<file path="src/rtl/game_pkg.sv">
// Constants shared by the sequence generator, game controller and score tracker.
package game_pkg;

    localparam logic [1:0] DIFF_EASY = 2'b01;
    localparam logic [1:0] DIFF_MED  = 2'b10;
    localparam logic [1:0] DIFF_HARD = 2'b11;

    localparam int DEF_SEQ_LEN = 32;
    localparam int DEF_ADDR_W  = 5;
    localparam int DEF_DATA_W  = 4;

    localparam logic [15:0] LFSR_MASK = 16'hB400;

    typedef enum logic [1:0] {
        GEN_IDLE,
        GEN_WRITE,
        GEN_DONE
    } genState_t;

endpackage

</file>
<file path="src/rtl/lfsr16.sv">
// Free-running 16-bit Galois LFSR; reset reloads the seed.
module lfsr16
    import game_pkg::*;
#(
    parameter logic [15:0] SEED = 16'hACE1
) (
    input  logic        Clk,
    input  logic        Rst,
    output logic [15:0] q
);

    always_ff @(posedge Clk) begin
        if (Rst) begin
            q <= SEED;
        end else begin
            q <= {1'b0, q[15:1]} ^ (q[0] ? LFSR_MASK : 16'h0000);
        end
    end

endmodule

</file>
<file path="src/rtl/sequence_generator.sv">
// Writer side of the game sequence RAM: on GoGen fills SEQ_LEN words with
// difficulty-limited pseudo-random digits, then pulses FinGen.
module sequence_generator
    import game_pkg::*;
#(
    parameter int          SEQ_LEN = DEF_SEQ_LEN,
    parameter int          ADDR_W  = DEF_ADDR_W,
    parameter int          DATA_W  = DEF_DATA_W,
    parameter logic [15:0] SEED    = 16'hACE1
) (
    input  logic              Clk,
    input  logic              Rst,
    input  logic              GoGen,
    input  logic [1:0]        Diff,
    output logic              RAMWrEn,
    output logic [ADDR_W-1:0] RAMAddr,
    output logic [DATA_W-1:0] RAMData,
    output logic              FinGen,
    output logic              Busy
);

    localparam logic [ADDR_W:0] LAST_ADDR = (ADDR_W + 1)'(SEQ_LEN - 1);

    genState_t         state, nextState;
    logic [ADDR_W:0]   cnt, nextCnt;
    logic [1:0]        diffLat, nextDiff;
    logic              nextWrEn, nextFin, nextBusy;
    logic [ADDR_W-1:0] nextAddr;
    logic [DATA_W-1:0] nextData;
    logic [15:0]       lfsrQ;
    logic [3:0]        digitNow;

    lfsr16 #(.SEED(SEED)) uLfsr (
        .Clk (Clk),
        .Rst (Rst),
        .q   (lfsrQ)
    );

    // The 0..9 fold of a 4-bit value is slightly biased toward 0..5; that is accepted.
    function automatic logic [3:0] reduceDigit(input logic [3:0] r, input logic [1:0] d);
        case (d)
            DIFF_MED:  return {1'b0, r[2:0]};
            DIFF_HARD: return (r >= 4'd10) ? (r - 4'd10) : r;
            default:   return {2'b00, r[1:0]};
        endcase
    endfunction

    assign digitNow = reduceDigit(lfsrQ[3:0], diffLat);

    always_comb begin
        nextState = state;
        nextCnt   = cnt;
        nextDiff  = diffLat;
        nextWrEn  = 1'b0;
        nextAddr  = RAMAddr;
        nextData  = RAMData;
        nextFin   = 1'b0;
        nextBusy  = (state != GEN_IDLE);
        case (state)
            GEN_IDLE: begin
                if (GoGen) begin
                    nextState = GEN_WRITE;
                    nextCnt   = '0;
                    nextDiff  = (Diff == 2'b00) ? DIFF_EASY : Diff;
                end
            end
            GEN_WRITE: begin
                nextWrEn = 1'b1;
                nextAddr = cnt[ADDR_W-1:0];
                nextData = DATA_W'(digitNow);
                nextCnt  = cnt + 1'b1;
                if (cnt == LAST_ADDR) begin
                    nextState = GEN_DONE;
                end
            end
            GEN_DONE: begin
                nextFin   = 1'b1;
                nextState = GEN_IDLE;
            end
            default: nextState = GEN_IDLE;
        endcase
    end

    // Every output is a register so the controller never sees a combinational path from GoGen.
    always_ff @(posedge Clk) begin
        if (Rst) begin
            state   <= GEN_IDLE;
            cnt     <= '0;
            diffLat <= DIFF_EASY;
            RAMWrEn <= 1'b0;
            RAMAddr <= '0;
            RAMData <= '0;
            FinGen  <= 1'b0;
            Busy    <= 1'b0;
        end else begin
            state   <= nextState;
            cnt     <= nextCnt;
            diffLat <= nextDiff;
            RAMWrEn <= nextWrEn;
            RAMAddr <= nextAddr;
            RAMData <= nextData;
            FinGen  <= nextFin;
            Busy    <= nextBusy;
        end
    end

endmodule

</file>
<file path="config.mk">
export PLATFORM = sky130hd
export DESIGN_NAME = sequence_generator
export DESIGN_NICKNAME = d
export VERILOG_FILES = /design/src/rtl/game_pkg.sv /design/src/rtl/lfsr16.sv /design/src/rtl/sequence_generator.sv
export SDC_FILE = /design/constraint.sdc
export NUM_CORES = 1
export LEC_CHECK = 0
export BUFFER_PORTS_ARGS = -buffer_cell sky130_fd_sc_hd__buf_2
export CAP_MARGIN = 40
export CORE_ASPECT_RATIO = 1.25
export CORE_MARGIN = 5
export CORE_UTILIZATION = 50
export DETAILED_ROUTE_END_ITERATION = 10
export PLACE_DENSITY_LB_ADDON = 0.1
export SYNTH_ARGS = -nofsm -noshare
export SYNTH_HDL_FRONTEND = slang
export SYNTH_SLANG_ARGS = --single-unit
</file>
<file path="constraint.sdc">
create_clock -name Clk -period 1.5 [get_ports Clk]
set_input_delay 0.075 -clock Clk [delete_from_list [all_inputs] [get_ports Clk]]
set_output_delay 0.075 -clock Clk [all_outputs]
set_load 0.02 [all_outputs]
</file>
==> results of run 1 <==
[worst paths after layout]
path / end / depth (start not counted) / startpoint / slack [ns]
setup / recovery: cnt[5] / 3 / state[0] / 0.18
hold / removal: diffLat[1] / 3 / GoGen / 0.04
setup reg to reg: cnt[5] / 3 / state[0] / 0.18
hold reg to reg: uLfsr.q[6] / 1 / uLfsr.q[7] / 0.42
[state kept, by name, summed over array words and instances, names as in the netlist]
name	count
FinGen	1
state	2
diffLat	2
RAMData	4
RAMAddr	5
Busy	1
RAMWrEn	1
cnt	6
uLfsr.q	16
[final cells by class]
class	count	area share (%)
Sequential cell	38	48.9
Multi-Input combinational cell	98	36.7
Timing Repair Buffer	21	7.88
Inverter	2	0.483
Tap cell	34	2.74
Clock buffer	6	3.30
[layer usage]
metal	vias up	part of all wire [%]	routed length (µm)	track usage [%]
met5	-	0	0	0
met4	0	0.66	16	6.96
met3	2	5.4	131	4.66
met2	23	46	1120	23.6
met1	469	47	1150	16.0
li1	524	-	-	-
[worst max-delay path, cell delays in order, from the launching register on]
cell and delay [ns]:
dfxtp_1 0.50, and2b_1 0.42, o211ai_1 0.15, a31oi_1 0.19
[stage by stage]
step	total power (W)	worst slack, ns	util, %
floorplan	0.00120	0.254	-
global placement	0.00123	0.239	55.9
detailed placement	0.00123	0.173	55.9
CTS	0.00174	0.171	58.6
global route	0.00181	0.0626	58.6
finish	0.00171	0.182	58.6
[cell families after synthesis]
family	Yosys count	share of synthesized area (%)
adder cells (fa/ha/maj)	2	1.82
AND/OR/NAND/NOR	66	25.5
buffers and inverters	9	3.10
XOR/XNOR	3	1.91
AO/OA/AOI/OAI	24	10.1
flip-flops	38	55.4
multiplexers	3	2.19
[synthesized netlist by cell type]
cell      instances
a21oi_1          13
a311oi_1          1
a31o_2            1
a31oi_1           1
and2b_1           1
and3_1            1
buf_2             1
buf_6             1
clkbuf_1          5
dfxtp_1          38
ha_1              2
inv_1             2
mux2i_1           3
nand2_1          19
nand2b_1          5
nand2b_4          1
nand3_1           7
nand3b_1          2
nand4_1           1
nor2_1           10
nor2b_1           7
nor3b_1           3
nor4_1            1
o211ai_1          2
o21ai_0           3
o21ai_1           1
o21bai_1          2
or2_2             6
or3b_1            1
or4_1             1
xnor2_1           3
[where the power goes]
part	internal [W]	leakage, nW	switching, W
clock	0.000211	0.0302	0.000285
combinational	0.0000588	0.280	0.0000752
sequential	0.00105	0.312	0.0000273
[layout by cell type, fill, tap and decap left out]
cell type | netlist | routed
ha_1 | 2 | 2
o21ai_0 | 3 | 3
a21oi_1 | 13 | 13
mux2i_1 | 3 | 3
and3_1 | 1 | 1
nand2b_4 | 1 | 1
nand2_1 | 19 | 19
nor3b_1 | 3 | 3
o21bai_1 | 2 | 2
clkbuf_8 | 0 | 1
o21ai_1 | 1 | 1
clkbuf_4 | 0 | 5
a31oi_1 | 1 | 1
nand4_1 | 1 | 1
a31o_2 | 1 | 1
nand3b_1 | 2 | 2
buf_2 | 1 | 16
and2b_1 | 1 | 1
o211ai_1 | 2 | 2
inv_1 | 2 | 2
a311oi_1 | 1 | 1
nor2_1 | 10 | 10
nand2b_1 | 5 | 5
nand3_1 | 7 | 7
or3b_1 | 1 | 1
buf_4 | 0 | 3
nor2b_1 | 7 | 7
or4_1 | 1 | 1
dlygate4sd3_1 | 0 | 2
or2_2 | 6 | 6
nor4_1 | 1 | 1
xnor2_1 | 3 | 3
dfxtp_1 | 38 | 38
[timing repair]
item | 4_1_cts | 5_1_grt
endpoints found under the hold margin | 2 | 0
resized for setup | 0 | 0
hold buffers | 2 | 0
buffers inserted | 0 | 0
==> metrics.md, run 1 <==
| Metric | Value |
|---|---|
| Worst min-delay path category | in2reg |
| CP Data Required Time | around 1.8 ns |
| Max_slew headroom | 60.4% |
| Initial antenna violation count | 0 |
| Arr. time, crit path | 1.57 ns |
| Leak Pwr | 0.622 nW |
| Vias in the first global route | 977 |
| Register area | 761 µm² |
| Finished Layout Cells | 199 |
| DRC | 0 |
| RSZ-0062 raised after global routing | false |
| H-tree depth | 2 |
| Final nets | approximately 170 |
| Final period util | between 80 and 90% |
| Worst Max-Slew Pin Slew | 0.594 ns |
| ANT nets after route | 0 |
| Routability cong. | around 0.84 |
| Width of the die | 56.9 µm |
| Placed Area | 1480 µm² |
| CTS clk-pin slew, worst paths | 0.10 ns |
| Port-buffer cells | 16 |
| I/O pin total | 17 |
| DIE HEIGHT | between 60 and 70 µm |
| Synth warn | 0 |
| Routed vias | 1,018 |
| Net Count, Synth | about 150 |
| Register area share after synthesis | 55.4% |
| Pwr dens | 1100 nW/µm² |
| WS Path Type | reg2reg |
| Finish-stage setup viols | 0 |
| Syn Inst Count | 145 |
| Cell taking the most area after synthesis | dfxtp_1 |
| Largest net degree at the start of global routing | 40 |
| Cells after DPL | 191 |
| Wire per inst | 12.1 µm |
| Worst hold margin | ~0.045 ns |
| Die footprint | 3900 µm² |
| N_diodes | 0 |
| Critical path peak fanout | 14 |
| DRT iter0 DRCs | 21 |
| Core box area | approximately 2700 µm² |
| Design area | 1560 µm² |
| Status | completed |
| Hpwl dp | between 1.5 and 2 mm |
| Worst-case clock buffer depth | 2 |
| Final hold vios | 0 |
| Top cells by area, synth | dfxtp_1 (55%), nand2_1 (5.2%), a21oi_1 (4.7%), nor2b_1 (3.2%), nor2_1 (2.7%) |
| Synth cell types | 31 |
| First-pass GRT wire length | 4.17 mm |
| Root Driver | clkbuf_4 |
| Startpoint Class | flip-flop |
| GRT Util Overall | 14.0% |
| Rows | 21 |
| Multi-input logic area | 571 µm² |
| WL final | 2.41 mm |
| Setup TNS | 0 ns |
| Starting Density | 51.8% |
| MaxCap Viol Count | 0 |
| Final min period | 1.32 ns |
| Fill cells | approximately 250 |
| CTS tree | done |
| Fmax | around 760 MHz |
| Crit end category | flip-flop |
| Fraction of final layout cells with drive strength greater than 1 | 20.0% |
| Clock latency on the worst-skew pair | 0.32 ns |
| Synthesized area | ~1400 µm² |
| Max IR drop VDD | 0.000753 V |
| Via-to-Cell Ratio | 5.12 |
| 1st-pass router iterations | 4 |
| Area Growth Syn to Fin | 13.2% |
| FF+latch count, synth | 38 |
| Setup Skew | 0.00358 ns |
| Average size of a mapped cell | approximately 9.5 µm² |
| Final Max Tran Viols | 0 |
| # clock sinks | 38 |
| Total grt overflow | 0 |
| Top cell type's share of synthesized area | between 50% and 60% |
| CTS Buf Count | 5 |
(Power assumes the default switching activity.)
==> inputs of run 2 (changes only) <==
--- a/config.mk
+++ b/config.mk
@@ -5,12 +5,12 @@
 export SDC_FILE = /design/constraint.sdc
 export NUM_CORES = 1
 export LEC_CHECK = 0
-export BUFFER_PORTS_ARGS = -buffer_cell sky130_fd_sc_hd__buf_2
 export CAP_MARGIN = 40
 export CORE_ASPECT_RATIO = 1.25
 export CORE_MARGIN = 5
 export CORE_UTILIZATION = 50
 export DETAILED_ROUTE_END_ITERATION = 10
+export DONT_BUFFER_PORTS = 1
 export PLACE_DENSITY_LB_ADDON = 0.1
 export SYNTH_ARGS = -nofsm -noshare
 export SYNTH_HDL_FRONTEND = slang
==> metrics.md, run 2 (same netlist as run 1, synthesis figures left out) <==
| Metric | Value |
|---|---|
| Slowest CP cell | dfxtp_1 |
| Largest net degree at the start of global routing | 40 |
| WHS Path Cells | 3 |
| Setup Skew | 0.00650 ns |
| RSZ-0062 raised after global routing | false |
| Via-to-Cell Ratio | about 5.2 |
| Hpwl dp | 1.55 mm |
| Routability cong. | roughly 0.78 |
| I/O pin total | 17 |
| CTS clk-pin slew, worst paths | 0.10 ns |
| Leak Pwr | 0.564 nW |
| Post-CTS setup buffers | 0 |
| CP Data Required Time | about 1.8 ns |
| Area Growth Syn to Fin | 10.9% |
| Crit-path leading delay family | flip-flops |
| CP cell instances | and2b_1, o211ai_1, a31oi_1 |
| Total grt overflow | 0 |
| Setup TNS | 0 ns |
| Root Driver | clkbuf_4 |
| Largest regs | uLfsr.q (16), cnt (6), RAMAddr (5) |
| Starting Density | 51.8% |
| Port-buffer cells | 0 |
| Largest register FFs | 16 |
| Fmax | 740 MHz |
| Fraction of final layout cells with drive strength greater than 1 | 12.3% |
| DRT iter0 DRCs | 15 |
| Clock latency on the worst-skew pair | 0.34 ns |
| Vias in the first global route | 954 |
| CTS tree | done |
| Crit end category | flip-flop |
| Rows | 21 |
| Core box area | 2650 µm² |
| GRT Util Overall | approximately 15% |
| Finish-stage setup viols | 0 |
| Arr. time, crit path | 1.62 ns |
| Initial antenna violation count | 0 |
| 1st-pass router iterations | 4 |
| Max_slew headroom | 71.0% |
| CTS Buf Count | 5 |
| Die footprint | a little under 4000 µm² |
| DIE HEIGHT | 68.6 µm |
| Worst min-delay path category | in2reg |
| # clock sinks | 38 |
| Cell count along the critical path | 3 |
| Worst-case clock buffer depth | 2 |
| Width of the die | between 50 and 60 µm |
| Worst Max-Slew Pin Slew | 0.436 ns |
| WP buf/inv | 0 |
| H-tree depth | 2 |
| Max IR drop VDD | 0.000749 V |
| Fill cells | 257 |
| FF-to-FF setup slack | 0.15 ns |
| ANT nets after route | 0 |
| Final period util | around 90% |
| DRC | 0 |
| Pwr dens | 1160 nW/µm² |
| DP Worst Slack | 0.172 ns |
| Wire per inst | 12.7 µm |
| WS Path Type | reg2reg |
| Final nets | 160 |
| Startpoint Class | flip-flop |
| First-pass GRT wire length | 4.26 mm |
| N_diodes | 0 |
| Reg2Reg Depth | 3 |
| Final hold vios | 0 |
| MaxCap Viol Count | 0 |
| Critical path peak fanout | 14 |
| WL final | 2.38 mm |
| Final Max Tran Viols | 0 |
| Post-route setup slack | 0.148 ns |
| Final min period | 1.35 ns |
| Commonest non-fill, non-tap cell in the layout | dfxtp_1 |
| Routed vias | 980 |
| Largest register by flop count | uLfsr.q |
| Status | completed |
| Slowest cell delay on critical path | 0.50 ns |
| Most frequent cells in the layout | dfxtp_1 (38), nand2_1 (19), a21oi_1 (13), nor2_1 (10) |
run 2: per-layer routing:
layer / vias up / GRT usage, % / routed length [µm]
met3: 7 / 5.59 / 136
met5: - / 0 / 0
li1: 501 / - / -
met1: 450 / 15.6 / 1090
met4: 0 / 9.57 / 66
met2: 22 / 24.3 / 1090
run 2: repair_timing:
item | CTS | global route
hold endpoints to repair | 38 | 0
hold buffers | 5 | 0
endpoints found under the setup margin | 0 | 0
resized for setup | 0 | 0
run 2: cell type report:
class,instances,area (µm²),area share [%]
multi-input cells,98,571,37.4
flip-flops and latches,38,761,49.9
clock buffers,7,55.1,3.61
inverters,2,7.51,0.493
clock inverters,1,5.00,0.328
well taps,34,42.5,2.79
repair buffers,8,82.6,5.42
run 2: worst reg2reg max path, cell delays in order (launching register included):
cell and delay, ns:
dfxtp_1 0.50, and2b_1 0.45, o211ai_1 0.16, a31oi_1 0.19
run 2: path summary, 6_finish.rpt:
check	startpoint	to
setup / recovery	state[0]	cnt[5]
hold / removal	GoGen	cnt[2]
setup reg to reg	state[0]	cnt[5]
hold reg to reg	uLfsr.q[8]	uLfsr.q[7]
run 2: metrics by stage:
stage / cell area [µm²] / utilization, % / hold WS (ns) / instances / power, W
after floorplan: 1370 / - / 0.222 / 145 / 0.00120
after global placement: 1400 / 52.9 / 0.149 / 175 / 0.00121
after detailed placement: 1400 / 52.9 / 0.151 / 175 / 0.00121
after CTS: 1520 / 57.4 / 0.0515 / 188 / 0.00178
after global routing: 1520 / 57.4 / 0.0620 / 188 / 0.00186
final: 1520 / 57.4 / 0.0670 / 188 / 0.00176
run 2: power by group:
part	switching [W]	internal (W)	total (W)	leakage, nW
logic	0.0000633	0.0000585	0.000122	0.216
registers	0.0000383	0.00105	0.00109	0.312
clock network	0.000319	0.000227	0.000546	0.0353
total	0.000420	0.00134	0.00176	0.564
